### config.mk
export PLATFORM = sky130hd
export DESIGN_NAME = btn_pulse_ctlr
export DESIGN_NICKNAME = d
export VERILOG_FILES = /design/src/rtl/btn_pkg.sv /design/src/rtl/btn_chan.sv /design/src/rtl/btn_pulse_ctlr.sv
export SDC_FILE = /design/constraint.sdc
export NUM_CORES = 1
export LEC_CHECK = 0
export ABC_AREA = 1
export ABC_CLOCK_PERIOD_IN_PS = 2100
export CORE_MARGIN = 4
export CORE_UTILIZATION = 65
export DETAILED_ROUTE_END_ITERATION = 16
export DONT_BUFFER_PORTS = 1
export GPL_TIMING_DRIVEN = 0
export PLACE_DENSITY = 0.81
export SYNTH_ARGS = -nofsm -noshare
export SYNTH_HDL_FRONTEND = slang
export SYNTH_SLANG_ARGS = --single-unit
### constraint.sdc
create_clock -name clk -period 2.1 [get_ports clk]
set_input_delay 0.42 -clock clk [delete_from_list [all_inputs] [get_ports clk]]
set_output_delay 0.42 -clock clk [all_outputs]
set_load 0.05 [all_outputs]
### src/rtl/btn_pkg.sv
// Shared definitions for the push-button front end: channel state encoding
// and width helpers used to size the per-channel counters.
package btn_pkg;

  typedef enum logic [1:0] {
    REL      = 2'd0,
    HOLD_DLY = 2'd1,
    HOLD_REP = 2'd2
  } chan_state_e;

  // Ceiling log2, never below 1 so a counter always has at least one bit.
  function automatic int clog2(input int value);
    int r;
    int v;
    r = 0;
    v = value - 1;
    while (v > 0) begin
      r = r + 1;
      v = v >> 1;
    end
    return (r < 1) ? 1 : r;
  endfunction

  function automatic int max2(input int a, input int b);
    return (a > b) ? a : b;
  endfunction

endpackage

### src/rtl/btn_chan.sv
// One button channel: synchroniser, stability-counter debounce, and a
// press / hold-delay / auto-repeat FSM producing registered pulses.
module btn_chan
  import btn_pkg::*;
#(
  parameter int SYNC_STAGES = 2,
  parameter int DEB_CYCLES  = 550000,
  parameter int REP_DELAY   = 50000000,
  parameter int REP_PERIOD  = 10000000
) (
  input  logic        clk_i,
  input  logic        rst_ni,
  input  logic        btn_i,
  input  logic        rep_en_i,
  output logic        deb_o,
  output logic        pulse_o,
  output logic        rel_pulse_o,
  output chan_state_e state_o
);

  localparam int DW = clog2(DEB_CYCLES + 1);
  localparam int RW = clog2(max2(REP_DELAY, REP_PERIOD) + 1);
  localparam logic [DW-1:0] DEB_LAST = DW'(DEB_CYCLES - 1);
  localparam logic [RW-1:0] DLY_LAST = RW'(REP_DELAY - 1);
  localparam logic [RW-1:0] DLY_SAT  = RW'(REP_DELAY);
  localparam logic [RW-1:0] PER_LAST = RW'(REP_PERIOD - 1);

  logic [SYNC_STAGES-1:0] sync_q;
  logic                   s;
  logic                   deb_q, deb_d;
  logic [DW-1:0]          deb_cnt_q, deb_cnt_d;
  logic                   press_evt, rel_evt;
  chan_state_e            state_q, state_d;
  logic [RW-1:0]          rep_cnt_q, rep_cnt_d;
  logic                   pulse_q, pulse_d;
  logic                   rel_q, rel_d;

  assign s = sync_q[SYNC_STAGES-1];

  // The counter only runs while the synchronised level disagrees with deb_q.
  always_comb begin
    deb_d     = deb_q;
    deb_cnt_d = '0;
    press_evt = 1'b0;
    rel_evt   = 1'b0;
    if (s != deb_q) begin
      if (deb_cnt_q == DEB_LAST) begin
        deb_d     = s;
        press_evt = s;
        rel_evt   = ~s;
      end else begin
        deb_cnt_d = deb_cnt_q + 1'b1;
      end
    end
  end

  always_ff @(posedge clk_i or negedge rst_ni) begin
    if (!rst_ni) begin
      sync_q    <= '0;
      deb_q     <= 1'b0;
      deb_cnt_q <= '0;
      state_q   <= REL;
      rep_cnt_q <= '0;
      pulse_q   <= 1'b0;
      rel_q     <= 1'b0;
    end else begin
      sync_q    <= {sync_q[SYNC_STAGES-2:0], btn_i};
      deb_q     <= deb_d;
      deb_cnt_q <= deb_cnt_d;
      state_q   <= state_d;
      rep_cnt_q <= rep_cnt_d;
      pulse_q   <= pulse_d;
      rel_q     <= rel_d;
    end
  end

  always_comb begin
    state_d = state_q;
    case (state_q)
      REL:      if (press_evt) state_d = HOLD_DLY;
      HOLD_DLY: begin
        if (rel_evt) state_d = REL;
        else if (rep_cnt_q >= DLY_LAST && rep_en_i) state_d = HOLD_REP;
      end
      HOLD_REP: begin
        if (rel_evt) state_d = REL;
        else if (!rep_en_i) state_d = HOLD_DLY;
      end
      default:  state_d = REL;
    endcase
  end

  // A release suppresses any repeat that would coincide with it.
  always_comb begin
    pulse_d   = 1'b0;
    rel_d     = rel_evt;
    rep_cnt_d = rep_cnt_q;
    case (state_q)
      REL: begin
        rep_cnt_d = '0;
        pulse_d   = press_evt;
      end
      HOLD_DLY: begin
        if (!rel_evt) begin
          if (rep_cnt_q >= DLY_LAST) begin
            if (rep_en_i) begin
              pulse_d   = 1'b1;
              rep_cnt_d = '0;
            end else begin
              rep_cnt_d = DLY_SAT;
            end
          end else begin
            rep_cnt_d = rep_cnt_q + 1'b1;
          end
        end
      end
      HOLD_REP: begin
        if (!rel_evt) begin
          if (!rep_en_i) begin
            rep_cnt_d = DLY_SAT;
          end else if (rep_cnt_q >= PER_LAST) begin
            pulse_d   = 1'b1;
            rep_cnt_d = '0;
          end else begin
            rep_cnt_d = rep_cnt_q + 1'b1;
          end
        end
      end
      default: rep_cnt_d = '0;
    endcase
  end

  assign deb_o       = deb_q;
  assign pulse_o     = pulse_q;
  assign rel_pulse_o = rel_q;
  assign state_o     = state_q;

endmodule

### src/rtl/btn_pulse_ctlr.sv
// N-channel push-button front end; one independent btn_chan per button.
// dbg_state carries each channel's FSM state, two bits per channel.
module btn_pulse_ctlr
  import btn_pkg::*;
#(
  parameter int N_BTN       = 4,
  parameter int SYNC_STAGES = 2,
  parameter int DEB_CYCLES  = 550000,
  parameter int REP_DELAY   = 50000000,
  parameter int REP_PERIOD  = 10000000
) (
  input  logic               clk,
  input  logic               rst_n,
  input  logic [N_BTN-1:0]   btn_in,
  input  logic [N_BTN-1:0]   rep_en,
  output logic [N_BTN-1:0]   deb_out,
  output logic [N_BTN-1:0]   pulse,
  output logic [N_BTN-1:0]   rel_pulse,
  output logic [2*N_BTN-1:0] dbg_state
);

  for (genvar i = 0; i < N_BTN; i++) begin : g_chan
    chan_state_e st;

    btn_chan #(
      .SYNC_STAGES (SYNC_STAGES),
      .DEB_CYCLES  (DEB_CYCLES),
      .REP_DELAY   (REP_DELAY),
      .REP_PERIOD  (REP_PERIOD)
    ) u_chan (
      .clk_i       (clk),
      .rst_ni      (rst_n),
      .btn_i       (btn_in[i]),
      .rep_en_i    (rep_en[i]),
      .deb_o       (deb_out[i]),
      .pulse_o     (pulse[i]),
      .rel_pulse_o (rel_pulse[i]),
      .state_o     (st)
    );

    assign dbg_state[2*i +: 2] = st;
  end

endmodule

==> flow_metrics.py, run 1 <==
metrics = {
    "status": {
        "outcome": "complete, but fails checks",
        "violations": "negative hold slack",
    },
    "power": {
        "p_leak_nw": 8.43,
        "power_switching_mw": 1.84,
        "p_int_mw": 6.72,
        "power_frac_seq_pct": 48.3,
        "pwr-share-comb_pct": 1.6,
        "power.density_nw_per_um2": 506,
        "p_sw_share_pct": 21.5,
        "finalPower_mw": 8.56,
        "peakVddDrop_v": 0.000555,
        "pwr-share-clk_pct": 50.1,
    },
    "place": {
        "place_ws_ps": -423,
        "place_hpwl_mm": 27.1,
        "io_buffers": 0,
        "gp_congestion": 0.960,
        "dpl.cell_count": 2659,
    },
    "synthesis": {
        "synth_nets": 2408,
        "netlist-cell-type-count": 51,
        "yosysWarnings": 0,
        "ys_async_sr_fraction_pct": 100,
        "ys_ff_latch": 212,
        "synth_edf_count": 0,
        "syn_inst": 2374,
        "syn_area_um2": 15000,
        "synthFlopType": "dfrtp_1",
        "yosysSeqAreaShare_pct": 35.4,
        "avgSynthCellArea_um2": 6.32,
    },
    "critical_path": {
        "cp_slowest_cell": "dfrtp_1",
        "critical_path.max_fanout": 10,
        "critPathCaptureType": "flip-flop",
        "crit_chain": "ha_2, nand2_2, nor2_4, nand2_1, nor2_4, nand4_1, nand2_1, inv_4, buf_4, nand2_1, nand2_1",
        "criticalPathCategory": "flip-flop to flip-flop",
        "cp_common_cell": "nand2_1",
        "required_ps": 2520,
        "cp_top_family": "simple AND/OR/NAND/NOR gates",
        "crit_buf_inv": 2,
        "worstSetupStartpointType": "flip-flop",
        "max_stage_delay_ps": 380,
        "worst_ep_arrival_time_ps": 2450,
    },
    "final_layout": {
        "fin_cells": 2733,
        "fin_util_pct": 74.7,
        "fillers": 1862,
        "layout.nets": 2465,
        "mostFrequentLayoutCell": "nand2_1",
        "register_area_um2": 5330,
        "layout_common_cells": "890 x nand2_1, 310 x nor2_1, 244 x inv_1, 192 x dfrtp_1, 175 x nand3_1",
        "multi_input_area_um2": 8720,
        "areaGrowthSynthToFinish_pct": 12.8,
        "layout-drive-gt1-share_pct": 11.3,
        "antenna_cells": 0,
    },
    "timing": {
        "setup_violations": 0,
        "finClkSkew_ps": 15.4,
        "period_share_pct": 96.5,
        "slew_headroom_pct": 61.8,
        "grt_setup_unrepaired": "true",
        "max_freq_mhz": 493,
        "hold_viol_final": 212,
        "setup_slack_ps": 72.9,
        "period_minus_slack_ps": 2030,
        "slew_violations": 0,
        "holdWs_ps": -422,
        "tightest_slew_ps": 571,
    },
    "flow_run": {
        "cap_viol_max_count": 0,
    },
    "drt": {
        "firstDrtPassIters": 5,
        "drt_first_iter_violations": 1407,
        "routed_wl_mm": 38.7,
        "drc": 0,
        "antenna_left": 0,
        "num_vias": 15254,
        "wl_per_cell_um": 14.2,
        "viasPerCell": 5.58,
    },
    "clock_network": {
        "cts-hold-fix-buffers": 4,
        "clk_path_buf_depth": 3,
        "clockRootBuffer": "clkbuf_16",
        "h-tree-depth": 1,
        "cts_made_buffers": 24,
        "clk_pin_slew_ps": 70,
        "cts_sinks": 212,
        "cts_tree": "built",
        "clk_latency_ps": 530,
    },
    "min_path": {
        "hold_path.class": "primary input to async pin",
    },
    "grt": {
        "grt_pass1_wl_mm": 64.4,
        "grt_max_degree": 213,
        "gr-usage-all-layers_pct": 29.0,
        "antenna_found_initial": 0,
        "gr-total-overflow": 0,
        "grt_pass1_vias": 13912,
    },
    "floorplan": {
        "initial_core_util_pct": 66.2,
        "die_w_um": 160,
        "die_h_um": 160,
        "ioPinCount": 30,
        "num_rows": 55,
        "fp.coreArea_um2": 22600,
        "die-area_um2": 25600,
    },
}
## layout make-up
cell class | instances | share of cell area (%)
plain buffers | 57 | 2.33
clock buffers | 32 | 4.08
clock inverters | 11 | 0.710
inverters | 273 | 6.12
multi-input cells | 1831 | 51.6
flip-flops and latches | 212 | 31.5
well taps | 285 | 2.11
repair buffers | 32 | 1.60
## metal layers
metal / routed length (um) / up-vias / GRT usage [%]
met3: 2570 / 78 / 3.43
met1: 16800 / 7073 / 39.8
met5: 0 / - / 0
met2: 18400 / 542 / 49.2
met4: 927 / 0 / 7.43
li1: - / 7561 / -
## cell usage after synthesis (all sizes together) (6+ instances only)
cell type  instances  share of area [%]
clkinv             6               0.16
a21oi             59                2.0
o21ai             74                2.5
dfrtp            212                 35
inv              267                6.7
ha                24                2.0
xor2              51                3.0
nor2             347                8.9
buf               39                1.6
or2               13               0.54
nand2            914                 23
nand4             57                2.5
nor4               9               0.46
clkbuf            19               0.48
xnor2              9               0.53
nor3              45                1.7
nand3            189                6.4
## path summary, 6_finish.rpt
check,cells past startpoint,slack (ps),endpoint,from
hold reg to reg,0,350,g_chan[3].u_chan.sync_q[1],g_chan[3].u_chan.sync_q[0]
setup / recovery,11,70,g_chan[2].u_chan.rep_cnt_q[13],g_chan[2].u_chan.deb_cnt_q[0]
hold / removal,0,-420,g_chan[1].u_chan.rep_cnt_q[20],rst_n
setup reg to reg,11,70,g_chan[2].u_chan.rep_cnt_q[13],g_chan[2].u_chan.deb_cnt_q[0]
max in group asynchronous,0,2050,g_chan[2].u_chan.rep_cnt_q[14],rst_n
min in group clk,5,130,g_chan[3].u_chan.rep_cnt_q[19],rep_en[3]
## stage by stage
step	cell area, um^2	TNS, ps
global placement	15400	-12980
finish	16900	0
floorplan	15000	0
global route	16900	-533
detailed placement	15400	-15600
CTS	16300	0
## registers in the layout (all words and copies together), names as in the netlist
| name | count |
|---|---|
| g_chan.u_chan.rel_pulse_o | 4 |
| g_chan.u_chan.deb_o | 4 |
| g_chan.u_chan.rep_cnt_q | 104 |
| g_chan.u_chan.sync_q | 8 |
| g_chan.u_chan.deb_cnt_q | 80 |
| g_chan.u_chan.pulse_o | 4 |
| g_chan.u_chan.state_o | 8 |
## what timing repair did
action	in CTS	in global routing
buffers inserted	7	19
resized for setup	31	134
endpoints found under the hold margin	216	212
cloned	0	2
endpoints found under the setup margin	95	132
pin swaps	2	17
## logic make-up (layout without fill, tap and decap cells)
| group | count (synthesis) | after routing | synth area share [%] |
|---|---|---|---|
| AOI/OAI and AO/OA | 157 | 157 | 5.75 |
| xor gates and xnor gates | 60 | 60 | 3.50 |
| adders and majority gates | 24 | 24 | 2.00 |
| buffers and inverters | 331 | 405 | 8.93 |
| DFF | 212 | 212 | 35.4 |
| and+or+nand+nor | 1590 | 1590 | 44.4 |
## worst reg2reg max path: stages, from the launching register on
cell and delay (ps):
dfrtp_1 380, ha_2 200, nand2_2 80, nor2_4 190, nand2_1 120, nor2_4 150
nand4_1 230, nand2_1 180, inv_4 90, buf_4 190, nand2_1 80, nand2_1 50
## power by group through the flow
stage               sequential [mW]  combinational, mW  clock, mW
floorplan                      4.20             0.0843          0
global placement               4.21              0.104          0
detailed placement             4.21              0.108          0
CTS                            4.13              0.116       4.36
global route                   4.14              0.153       4.55
finish                         4.14              0.134       4.29
Power figures use the tool's default switching activity.
==> inputs of run 2 (changes only) <==
--- a/config.mk
+++ b/config.mk
@@ -13,6 +13,7 @@
 export DONT_BUFFER_PORTS = 1
 export GPL_TIMING_DRIVEN = 0
 export PLACE_DENSITY = 0.81
+export SKIP_CTS_REPAIR_TIMING = 1
 export SYNTH_ARGS = -nofsm -noshare
 export SYNTH_HDL_FRONTEND = slang
 export SYNTH_SLANG_ARGS = --single-unit
==> run 2 against run 1 <==
  * The flow still finishes with violations (negative hold slack)
  * Maximum frequency rose by 0.30%
  * First-iteration DRC count rose by 2.5%
  * Cell count rose by 0.18%
  * Critical endpoint is now g_chan[0].u_chan.rep_cnt_q[11]
  * Largest cell class unchanged
==> flow_metrics.py, run 2 (synthesis results as in run 1) <==
metrics = {
    "timing": {
        "grt_setup_unrepaired": "true",
        "max_freq_mhz": 495,
        "setup_violations": 0,
        "slew_headroom_pct": 62.0,
        "tightest_slew_ps": 567,
        "period_minus_slack_ps": 2020,
        "hold_viol_final": 212,
        "holdWs_ps": -417,
        "setup_slack_ps": 78.9,
        "period_share_pct": 96.2,
        "slew_violations": 0,
        "finClkSkew_ps": 17.1,
    },
    "min_path": {
        "hold_path.class": "primary input to async pin",
    },
    "grt": {
        "gr-total-overflow": 0,
        "grt_pass1_wl_mm": 64.0,
        "grt_pass1_vias": 13835,
        "antenna_found_initial": 0,
        "grt_max_degree": 213,
        "gr-usage-all-layers_pct": 28.8,
    },
    "clock_network": {
        "clk_path_buf_depth": 3,
        "clockRootBuffer": "clkbuf_16",
        "cts_made_buffers": 24,
        "clk_pin_slew_ps": 70,
        "cts_tree": "built",
        "h-tree-depth": 1,
        "clk_latency_ps": 530,
        "cts_sinks": 212,
    },
    "critical_path": {
        "critPathCaptureType": "flip-flop",
        "r2r_start": "g_chan[0].u_chan.rep_cnt_q[1]",
        "cp_slowest_cell": "dfrtp_1",
        "worstSetupStartpointType": "flip-flop",
        "required_ps": 2510,
        "crit_path_end": "g_chan[0].u_chan.rep_cnt_q[11]",
        "criticalPathCategory": "flip-flop to flip-flop",
        "crit_chain": "ha_2, nand3_1, nor2_4, nand2_1, nand2_1, nand2_1, nand2_4, inv_2, nand2_1, nand2_4, a21boi_4, nor2_1",
        "regToRegSetupSlack_ps": 80,
        "worst_ep_arrival_time_ps": 2430,
        "critical_path.max_fanout": 8,
        "max_stage_delay_ps": 370,
        "r2r_cells": 12,
        "cp_common_cell": "nand2_1",
        "reg2reg_to": "g_chan[0].u_chan.rep_cnt_q[11]",
        "startpoint": "g_chan[0].u_chan.rep_cnt_q[1]",
    },
    "floorplan": {
        "die_w_um": 160,
        "die_h_um": 160,
        "ioPinCount": 30,
        "fp.coreArea_um2": 22600,
        "num_rows": 55,
        "initial_core_util_pct": 66.2,
        "die-area_um2": 25600,
    },
    "final_layout": {
        "antenna_cells": 0,
        "largest_reg_flops": 104,
        "layout.nets": 2470,
        "areaGrowthSynthToFinish_pct": 13.1,
        "reg_top3": "g_chan.u_chan.rep_cnt_q x104, g_chan.u_chan.deb_cnt_q x80",
        "layout_common_cells": "888 x nand2_1, 308 x nor2_1, 246 x inv_1, 192 x dfrtp_1, 175 x nand3_1",
        "top_register": "g_chan.u_chan.rep_cnt_q",
        "layout-drive-gt1-share_pct": 11.5,
        "fin_cells": 2738,
        "fin_util_pct": 74.9,
        "design_area_um2": 17000,
        "mostFrequentLayoutCell": "nand2_1",
    },
    "status": {
        "violations": "negative hold slack",
        "outcome": "complete, but fails checks",
    },
    "drt": {
        "num_vias": 15247,
        "drt_first_iter_violations": 1442,
        "drc": 0,
        "viasPerCell": 5.57,
        "antenna_left": 0,
        "routed_wl_mm": 38.7,
        "firstDrtPassIters": 6,
        "wl_per_cell_um": 14.1,
    },
    "place": {
        "dpl.cell_count": 2659,
        "place_ws_ps": -423,
        "place_hpwl_mm": 27.1,
        "placed_area_um2": 15400,
        "io_buffers": 0,
        "gp_congestion": 0.960,
    },
    "power": {
        "power.density_nw_per_um2": 504,
        "peakVddDrop_v": 0.000555,
        "p_leak_nw": 8.48,
    },
    "flow_run": {
        "cap_viol_max_count": 0,
    },
}
==> run 2: changes by cell type in the layout (fill, tap and decap cells not counted), sizes merged <==
cell,delta
clkbuf,-1
buf,+6
==> run 2: worst max-delay path: cells and delay by family (launching register included) <==
family	cells	cell delay, ps
AOI/OAI and AO/OA	1	240
adders and majority gates	1	200
DFF	1	370
and+or+nand+nor	9	1000
buffers and inverters	1	70
==> run 2: final cells by class <==
class                   instances  area [um^2]
plain buffers                  57          378
inverters                     273         1030
fillers                      1846         5680
repair buffers                 37          299
multi-input cells            1831         8750
flip-flops and latches        212         5330
clock inverters                11          120
well taps                     285          357
clock buffers                  32          691
==> run 2: power breakdown <==
group          internal (mW)  switching, mW
Clock                   2.55           1.73
Sequential              4.11         0.0251
Combinational         0.0520         0.0828
Total                   6.72           1.84
==> run 2: how the worst min path moves through the flow <==
stage	startpoint	end	slack [ps]	cells past startpoint
after floorplan	rst_n	g_chan[0].u_chan.deb_cnt_q[0]	120	0
after global placement	rst_n	g_chan[1].u_chan.rep_cnt_q[20]	130	0
after detailed placement	rst_n	g_chan[1].u_chan.rep_cnt_q[19]	130	0
after CTS	rst_n	g_chan[1].u_chan.rep_cnt_q[20]	-430	0
after global routing	rst_n	g_chan[1].u_chan.rep_cnt_q[22]	-440	0
final	rst_n	g_chan[1].u_chan.rep_cnt_q[20]	-420	0
==> run 2: metrics by stage <==
stage	power [mW]	setup TNS, ps
floorplan	4.29	0
global placement	4.31	-12980
detailed placement	4.32	-15600
CTS	8.60	-17780
global route	8.84	-480
finish	8.55	0
==> run 2: layer usage <==
| metal | track usage (%) | vias up | share of wire, % |
|---|---|---|---|
| met1 | 39.6 | 7050 | 44 |
| li1 | - | 7575 | - |
| met4 | 7.51 | 0 | 2.4 |
| met2 | 48.7 | 534 | 48 |
| met5 | 0 | - | 0 |
| met3 | 3.56 | 88 | 6.1 |
==> inputs of run 3 (changes only) <==
--- a/config.mk
+++ b/config.mk
@@ -6,7 +6,7 @@
 export NUM_CORES = 1
 export LEC_CHECK = 0
 export ABC_AREA = 1
-export ABC_CLOCK_PERIOD_IN_PS = 2100
+export ABC_CLOCK_PERIOD_IN_PS = 2400
 export CORE_MARGIN = 4
 export CORE_UTILIZATION = 65
 export DETAILED_ROUTE_END_ITERATION = 16
==> constraint.sdc (replaced) <==
create_clock -name clk -period 2.4 [get_ports clk]
set_input_delay 0.48 -clock clk [delete_from_list [all_inputs] [get_ports clk]]
set_output_delay 0.48 -clock clk [all_outputs]
set_load 0.05 [all_outputs]
==> run 3 against run 2 <==
  * The run still ends with negative hold slack left
  * Flip-flop and latch count stayed put
  * Sequential share of layout area grew 1.3 points
  * Design area fell by 4.2%
  * Clock skew is 0.62 ps higher
  * Critical path depth is 1 lower
  * Cell count is 1.2% lower
  * Non-clock buffer count down 32
  * Routed wire length down 3.8%
  * Critical endpoint is now g_chan[0].u_chan.rep_cnt_q[25]
  * Largest power group unchanged
  * Highest routed layer unchanged
==> flow_metrics.py, run 3 (synthesis results as in run 1) <==
metrics = {
    "clock_network": {
        "cts_made_buffers": 24,
        "clk_latency_ps": 530,
        "clockRootBuffer": "clkbuf_16",
        "h-tree-depth": 1,
        "cts_tree": "built",
        "clk_pin_slew_ps": 70,
        "clk_path_buf_depth": 3,
        "cts_sinks": 212,
    },
    "place": {
        "dpl.cell_count": 2659,
        "place_hpwl_mm": 27.1,
        "io_buffers": 0,
        "gp_congestion": 0.960,
    },
    "floorplan": {
        "ioPinCount": 30,
        "num_rows": 55,
        "initial_core_util_pct": 66.2,
        "die_h_um": 160,
        "die_w_um": 160,
        "die-area_um2": 25600,
        "fp.coreArea_um2": 22600,
    },
    "final_layout": {
        "fin_cells": 2706,
        "register_area_um2": 5310,
        "fin_util_pct": 71.8,
        "largest_reg_flops": 104,
        "top_register": "g_chan.u_chan.rep_cnt_q",
        "antenna_cells": 0,
        "layout-drive-gt1-share_pct": 6.98,
        "layout.nets": 2438,
        "areaGrowthSynthToFinish_pct": 8.34,
        "reg_top3": "g_chan.u_chan.rep_cnt_q x104, g_chan.u_chan.deb_cnt_q x80",
        "mostFrequentLayoutCell": "nand2_1",
        "layout_common_cells": "899 x nand2_1, 333 x nor2_1, 249 x inv_1, 205 x dfrtp_1, 185 x nand3_1",
        "fillers": 1953,
        "multi_input_area_um2": 8380,
    },
    "min_path": {
        "hold_path.class": "primary input to async pin",
    },
    "grt": {
        "grt_pass1_wl_mm": 64.0,
        "grt_max_degree": 213,
        "gr-total-overflow": 0,
        "gr-usage-all-layers_pct": 28.8,
        "antenna_found_initial": 0,
        "grt_pass1_vias": 13835,
    },
    "critical_path": {
        "required_ps": 2810,
        "critPathCaptureType": "flip-flop",
        "worstSetupStartpointType": "flip-flop",
        "criticalPathCategory": "flip-flop to flip-flop",
        "regToRegSetupSlack_ps": 160,
        "critical_path.max_fanout": 10,
        "r2r_cells": 11,
        "r2r_start": "g_chan[0].u_chan.state_o[1]",
        "startpoint": "g_chan[0].u_chan.state_o[1]",
        "worst_ep_arrival_time_ps": 2650,
    },
    "timing": {
        "tightest_slew_ps": 593,
        "holdWs_ps": -362,
        "finClkSkew_ps": 17.7,
        "slew_violations": 0,
        "period_minus_slack_ps": 2240,
        "hold_viol_final": 212,
        "period_share_pct": 93.3,
        "max_freq_mhz": 446,
        "slew_headroom_pct": 60.3,
        "setup_violations": 0,
    },
    "power": {
        "power.density_nw_per_um2": 460,
        "p_leak_nw": 8.23,
        "finalPower_mw": 7.48,
        "peakVddDrop_v": 0.000483,
    },
    "status": {
        "violations": "negative hold slack",
        "outcome": "complete, but fails checks",
    },
    "drt": {
        "routed_wl_mm": 37.2,
        "num_vias": 14880,
        "drt_first_iter_violations": 1586,
        "viasPerCell": 5.50,
        "wl_per_cell_um": 13.8,
        "firstDrtPassIters": 6,
        "drc": 0,
        "antenna_left": 0,
    },
    "flow_run": {
        "cap_viol_max_count": 0,
    },
}
[run 3: cell types whose count changed in the layout (fill, tap and decap cells not counted), sizes merged]
cell,delta
buf,-30
clkbuf,-2
clkinv,+1
clkinvlp,-1
[run 3: worst paths after layout]
check,endpoint
min in group clk,g_chan[3].u_chan.rep_cnt_q[19]
max,g_chan[0].u_chan.rep_cnt_q[25]
min,g_chan[1].u_chan.rep_cnt_q[20]
max in group asynchronous,g_chan[0].u_chan.state_o[0]
max reg2reg,g_chan[0].u_chan.rep_cnt_q[25]
min reg2reg,g_chan[3].u_chan.sync_q[1]
[run 3: routing by layer]
metal	vias to the layer above	global-route usage, %	wire [um]	share of wire [%]
li1	7508	-	-	-
met1	6850	39.6	16800	45
met2	453	48.7	17400	47
met3	69	3.56	2170	5.8
met4	0	7.51	814	2.2
met5	-	0	0	0
[run 3: power breakdown]
group	total, mW	internal [mW]	switching [mW]
sequential	3.62	3.60	0.0200
combinational	0.102	0.0350	0.0666
clock	3.76	2.23	1.52
total	7.48	5.87	1.61
[run 3: layout make-up]
type                       count  area share [%]
tap                          285            2.20
clock buffer                  32            4.25
multi-input combinational   1831            51.6
sequential                   212            32.7
clock inverter                11           0.739
inverter                     273            6.32
timing repair buffer           4           0.246
buffer                        58            1.96
[run 3: worst max-delay path: stages, from the launching register on]
cell	delay [ps]
dfrtp_2	540
inv_1	120
ha_1	140
clkbuf_1	260
inv_1	130
nand2_1	190
nand4_4	220
nand2_4	180
inv_2	70
buf_6	140
nand2_1	80
nand2_1	50
[run 3: metrics by stage]
| step | setup WS (ps) | cell area [um^2] | setup TNS, ps |
|---|---|---|---|
| detailed placement | -123 | 15400 | -1690 |
| floorplan | 349 | 15000 | 0 |
| global route | -19.0 | 16200 | -76.5 |
| CTS | -140 | 16200 | -1990 |
| finish | 160 | 16200 | 0 |
| global placement | -92.7 | 15400 | -922 |
